**src/rtl/piso_tx.sv**
```systemverilog
// Parallel-in, serial-out transmitter: takes a word over valid/ready and shifts it
// out one bit per clock on a complementary pair, back-to-back frames with no gaps.
//
// state | meaning
// IDLE  | no frame on the line, sdo held low
// SHIFT | a frame is on the line, cnt counts remaining bits down to 0
module piso_tx #(
  parameter int WIDTH     = 8,
  parameter bit MSB_FIRST = 1'b1
) (
  input  logic             clk,
  input  logic             rst_n,
  input  logic             load_valid,
  input  logic [WIDTH-1:0] load_data,
  output logic             load_ready,
  output logic             sdo,
  output logic             sdo_n,
  output logic             busy,
  output logic             done
);

  localparam int CNT_W = (WIDTH > 1) ? $clog2(WIDTH) : 1;

  typedef enum logic {
    IDLE  = 1'b0,
    SHIFT = 1'b1
  } state_t;

  state_t             state_q, state_d;
  logic [WIDTH-1:0]   shreg_q, shreg_d;
  logic [CNT_W-1:0]   cnt_q, cnt_d;
  logic               alive_q;
  logic               last;
  logic               accept;
  logic [WIDTH-1:0]   shifted;

  assign last       = (state_q == SHIFT) && (cnt_q == '0);
  assign load_ready = alive_q && ((state_q == IDLE) || last);
  assign accept     = load_valid && load_ready;

  // Shift moves the next bit toward whichever end drives sdo.
  assign shifted = MSB_FIRST ? {shreg_q[WIDTH-2:0], 1'b0}
                             : {1'b0, shreg_q[WIDTH-1:1]};

  always_comb begin
    state_d = state_q;
    shreg_d = shreg_q;
    cnt_d   = cnt_q;
    if (accept) begin
      // A load in the last cycle wins over the return to IDLE.
      state_d = SHIFT;
      shreg_d = load_data;
      cnt_d   = CNT_W'(WIDTH - 1);
    end else if (state_q == SHIFT) begin
      if (cnt_q != '0) begin
        shreg_d = shifted;
        cnt_d   = cnt_q - 1'b1;
      end else begin
        state_d = IDLE;
      end
    end
  end

  always_ff @(posedge clk or negedge rst_n) begin
    if (!rst_n) begin
      state_q <= IDLE;
      shreg_q <= '0;
      cnt_q   <= '0;
      alive_q <= 1'b0;
    end else begin
      state_q <= state_d;
      shreg_q <= shreg_d;
      cnt_q   <= cnt_d;
      alive_q <= 1'b1;
    end
  end

  assign sdo   = (state_q == SHIFT) && (MSB_FIRST ? shreg_q[WIDTH-1] : shreg_q[0]);
  assign sdo_n = ~sdo;
  assign busy  = (state_q == SHIFT);
  assign done  = last;

endmodule

```
**config.mk**
```make
export PLATFORM = sky130hd
export DESIGN_NAME = piso_tx
export DESIGN_NICKNAME = d
export VERILOG_FILES = /design/src/rtl/piso_tx.sv
export SDC_FILE = /design/constraint.sdc
export NUM_CORES = 1
export LEC_CHECK = 0
export BUFFER_PORTS_ARGS = -buffer_cell sky130_fd_sc_hd__buf_4
export CORE_MARGIN = 2
export CORE_UTILIZATION = 49
export CTS_CLUSTER_DIAMETER = 60
export DETAILED_ROUTE_END_ITERATION = 8
export PLACE_DENSITY = 0.73
export SLEW_MARGIN = 20
export SYNTH_ARGS = -nofsm -noshare
export SYNTH_HDL_FRONTEND = slang
export SYNTH_SLANG_ARGS = --single-unit
```
**constraint.sdc**
```tcl
create_clock -name clk -period 1.7 [get_ports clk]
set_input_delay 0.085 -clock clk [delete_from_list [all_inputs] [get_ports clk]]
set_output_delay 0.085 -clock clk [all_outputs]
set_load 0.05 [all_outputs]
```
### After elaboration in Yosys (flattened, before gate mapping)

Cells that the tools add are included.

* output and inout bits: 5
* bits of input ports: 11
* logic and storage cells: 26
* flip-flop bits (word level): 13

* reductions and logical operators: 10
* bitwise gates (word level): 2
* muxes and demuxes: 9
* add/sub/neg operators: 1

Operators by type and width (count)
* two-way mux 8 bit: 3
* two-way mux 3 bit: 3
* logical AND 1 bit: 4
* nonzero test 2 bit: 2
* zero test 3 bit: 1
* two-way mux 1 bit: 3
* nonzero test 3 bit: 1
* subtractor 3 x 1 -> 3 bit, second input constant: 1
* inverter 1 bit: 2
* AND reduction 2 bit: 1
* logical OR 1 bit: 1

### Logic depth before layout (Yosys ltp)

* word-level depth: 7
* gate-level depth with buffers: 6
* mapped depth without buffers: 5

### Least setup slack after synthesis

No wires, ideal clock.

* kind: reg-to-output
* from: register state_q, in the netlist busy
* to: output port sdo
* data arrival time: 1673 ps
* buffers on the path: 1
* required time: 1615 ps
* cell stages (with the launch flop): 4
* path slack: -58 ps
* cells stage by stage: dfrtp_1 > buf_2 > nand2_1 > inv_1

* word-level cells in the longest chain between the ends: 1

RTL lines
* start: declaration: RTL line 29 `state_t state_q, state_d;`
* start signal: assignment: RTL line 71 `state_q <= state_d;`
* logical AND 1 bit: RTL line 78 `assign sdo = (state_q == SHIFT) && (MSB_FIRST ? shreg_q[WIDTH-1] : shreg_q[0]);`
* end: declaration: RTL line 16 `output logic sdo,`

Every way passes these cells.

### Worst setup path in the final report

* from: register cnt_q[1]
* to: output port load_ready

* word-level cells in the longest chain between the ends: 4

RTL lines
* start: declaration: RTL line 31 `logic [CNT_W-1:0] cnt_q, cnt_d;`
* start signal: assignment: RTL line 73 `cnt_q <= cnt_d;`
* zero test 3 bit: RTL line 37 `assign last = (state_q == SHIFT) && (cnt_q == '0);`
* logical AND 1 bit: RTL line 37
* logical OR 1 bit: RTL line 38 `assign load_ready = alive_q && ((state_q == IDLE) || last);`
* logical AND 1 bit: RTL line 38
* end: declaration: RTL line 15 `output logic load_ready,`

Every way passes these cells.

==> flow_metrics.env <==
export IMPL_routed_wire_length_per_instance_um=13.5
export IMPL_iter_0_drt_violations=12
export IMPL_ys_seq_area_share_pct=49.9
export IMPL_report_final_slew_viol_count=0
export IMPL_mapped_avg_cell_area_um2=10.5
export IMPL_per_cell_via_count_in_the_routed_design=5.40
export IMPL_outcome="completed"
export IMPL_number_of_flops_mapped_to_enable_cells_by_yosys=0
export IMPL_timing_fmax_mhz=621
export IMPL_critical_path_reg2reg_endpoint="cnt_q[2]"
export IMPL_nets=94
export IMPL_place_worst_setup_slack_ns=0.273
export IMPL_grtUsageTotal_pct=20.6
export IMPL_internal_power_w=0.000811
export IMPL_dieHeight_um=40.5
export IMPL_cts_buffers_inserted=3
export IMPL_powerDensity_nw_per_um2=1750
export IMPL_p_clk_share_pct=13.5
export IMPL_drt_wl_total_um=1290
export IMPL_worstSkewPairLatency_ns=0.28
export IMPL_worstPathArrival_ns=1.53
export IMPL_power_combinational_fraction_pct=49.5
export IMPL_grt_pass1_wl_um=2080
export IMPL_antenna_diode_count=0
export IMPL_top_cell_type_by_total_area_after_synthesis="sky130_fd_sc_hd__dfrtp_1"
export IMPL_cp_data_required_time_ns=1.62
export IMPL_setup_violations=0
export IMPL_postSynthNetCount=75
export IMPL_gpl_final_weighted_congestion=0.711
export IMPL_min_period_ns=1.61
export IMPL_synth_ff_latch_count=13
export IMPL_pin_count=16
export IMPL_final_hold_worst_slack_ns=0.0680
export IMPL_root_buffer="sky130_fd_sc_hd__clkbuf_4"
export IMPL_timing_critical_path_from="cnt_q[1]"
export IMPL_area_growth_pct=26.5
export IMPL_drt_pre_antenna_iters=4
export IMPL_finalHoldViolations=0
export IMPL_hold_end="shreg_q[0]"
export IMPL_rsz0062_at_grt="false"
export IMPL_globalRoute_totalOverflow=0
export IMPL_total_die_area_um2=1640
export IMPL_path_clk_slew_ns=0.08
export IMPL_max_cap_violations=0
export IMPL_rr_worst_depth=5
export IMPL_setup_tns_final_ns=0
export IMPL_p_leak_nw=0.407
export IMPL_netlist_cell_type_count=21
export IMPL_p_switching_w=0.000630
export IMPL_yosys_most_used_dff="sky130_fd_sc_hd__dfrtp_1"
export IMPL_synth_cells=62
export IMPL_reg2reg_setup_slack_ns=0.49
export IMPL_post_layout_total_power_w=0.00144
export IMPL_number_of_buffers_added_on_ports=15
export IMPL_cts_htree_levels=1
export IMPL_antenna_violations_before_repair=0
export IMPL_postSynth_asyncResetShare_pct=100
export IMPL_layout_core_utilization_pct=65.0
export IMPL_worst_setup_path_type="flip-flop to output port"
export IMPL_first_global_vias=455
export IMPL_drive_above_1_share_pct=36.3
export IMPL_yosysWarnings=0
export IMPL_clock_sink_count=13
export IMPL_net_switching_fraction_of_the_power_pct=43.7
export IMPL_worstPathMaxFanout=12
export IMPL_hold_depth=3
export IMPL_worst_setup_path_end_kind="output port"
export IMPL_synth_top_area_share_pct=49.9
export IMPL_grt_start_max_net_pins=14
export IMPL_vias=513
export IMPL_tritoncts_clock_tree="built"
export IMPL_final_period_utilization_pct=94.8
export IMPL_place_hpwl_um=878
export IMPL_ctsLongestPathBuffers=2
export IMPL_yosys_top_cells_area="sky130_fd_sc_hd__dfrtp_1, sky130_fd_sc_hd__mux2i_1, sky130_fd_sc_hd__nand3_1"
export IMPL_worst_r2r_startpoint="cnt_q[0]"
export IMPL_cp_start_kind="flip-flop"
export IMPL_finalWorstSetupSlack_ns=0.0892
export IMPL_die_w_um=40.5
export IMPL_synth_cell_area_um2=652
export IMPL_worstHoldPathType="primary input to flip-flop"
export IMPL_route_detailed_drc=0
export IMPL_std_cell_rows=13
export IMPL_clock_skew_final_ns=0.00439
export IMPL_peakVddDrop_mv=0.881
export IMPL_fillCellCount=104
export IMPL_floorplan_core_area_um2=1270
export IMPL_holdCritStartpoint="load_data[0]"
export IMPL_drt_antenna_violating_nets=0
export IMPL_seqPwrFrac_pct=37.0
export IMPL_most_common_layout_cells="sky130_fd_sc_hd__buf_4, sky130_fd_sc_hd__dfrtp_1, sky130_fd_sc_hd__nand3_1"
export IMPL_layout_cells_most_common="sky130_fd_sc_hd__buf_4"
export IMPL_start_util_pct=51.4
-- cell type report --
| type | instances | area (um^2) | share of cell area (%) |
|---|---|---|---|
| well taps | 15 | 18.8 | 2.28 |
| repair buffers | 17 | 134 | 16.2 |
| inverters | 4 | 18.8 | 2.28 |
| multi-input cells | 42 | 302 | 36.6 |
| flip-flops and latches | 13 | 325 | 39.5 |
| clock buffers | 4 | 26.3 | 3.19 |
-- worst max-delay path, cell delays in order, from the launching register on --
cell and delay (ns):
sky130_fd_sc_hd__dfrtp_1 0.39, sky130_fd_sc_hd__inv_2 0.08, sky130_fd_sc_hd__ha_4 0.16, sky130_fd_sc_hd__nand2b_4 0.10, sky130_fd_sc_hd__and2_4 0.22, sky130_fd_sc_hd__nor2b_2 0.13
sky130_fd_sc_hd__buf_6 0.16
-- cells in the mapped netlist, types with 2 or more instances --
library cell	number
sky130_fd_sc_hd__dfrtp_1	13
sky130_fd_sc_hd__o21ai_1	7
sky130_fd_sc_hd__mux2i_1	7
sky130_fd_sc_hd__buf_6	2
sky130_fd_sc_hd__inv_1	4
sky130_fd_sc_hd__a21oi_1	4
sky130_fd_sc_hd__nand3_1	8
sky130_fd_sc_hd__a221oi_1	2
sky130_fd_sc_hd__ha_1	2
sky130_fd_sc_hd__nand2_1	2
-- through the flow --
step / cells / instance area (um^2)
floorplan: 62 / 658
global placement: 89 / 762
detailed placement: 89 / 762
CTS: 94 / 815
global route: 95 / 825
finish: 95 / 825
-- what timing repair did --
action	in CTS	in global routing
resized for setup	3	3
hold endpoints to repair	13	0
setup buffers	0	1
pin swaps	1	0
hold buffers	1	0
endpoints found under the setup margin	1	1
-- worst max path at each step --
stage / end / slack [ns]
3_5_place_dp: load_ready / 0.27
3_3_place_gp: load_ready / 0.31
6_report: load_ready / 0.09
2_1_floorplan: load_ready / 0.04
5_1_grt: load_ready / 0.0007
4_1_cts: load_ready / 0.02
-- power by group through the flow --
stage | Combinational, W | Clock, W | Sequential, W
finish | 0.000714 | 0.000195 | 0.000533
global route | 0.000783 | 0.000209 | 0.000548
CTS | 0.000686 | 0.000200 | 0.000527
detailed placement | 0.000646 | 0 | 0.000533
global placement | 0.000628 | 0 | 0.000529
floorplan | 0.000527 | 0 | 0.000525
-- kinds of logic (layout without fill, tap and decap cells) --
| logic type | after synthesis | in the layout | synth area share (%) |
|---|---|---|---|
| compound gates | 15 | 15 | 13.4 |
| fa+ha+maj | 2 | 2 | 3.84 |
| buf+inv | 7 | 25 | 6.52 |
| flops | 13 | 13 | 49.9 |
| mux | 7 | 7 | 10.7 |
| other cells | 1 | 1 | 0.575 |
| simple gates | 17 | 17 | 15.0 |
-- flip-flops by register name (all words and copies together) (netlist names) --
register / count
shreg_q: 8
busy: 1
cnt_q: 3
alive_q: 1
-- per-layer routing --
layer  wire, um  GRT usage (%)
met2        648           32.1
met3         66           5.00
met1        547           25.3
met5          0              0
met4         24           12.5
Power figures use the tool's default switching activity.
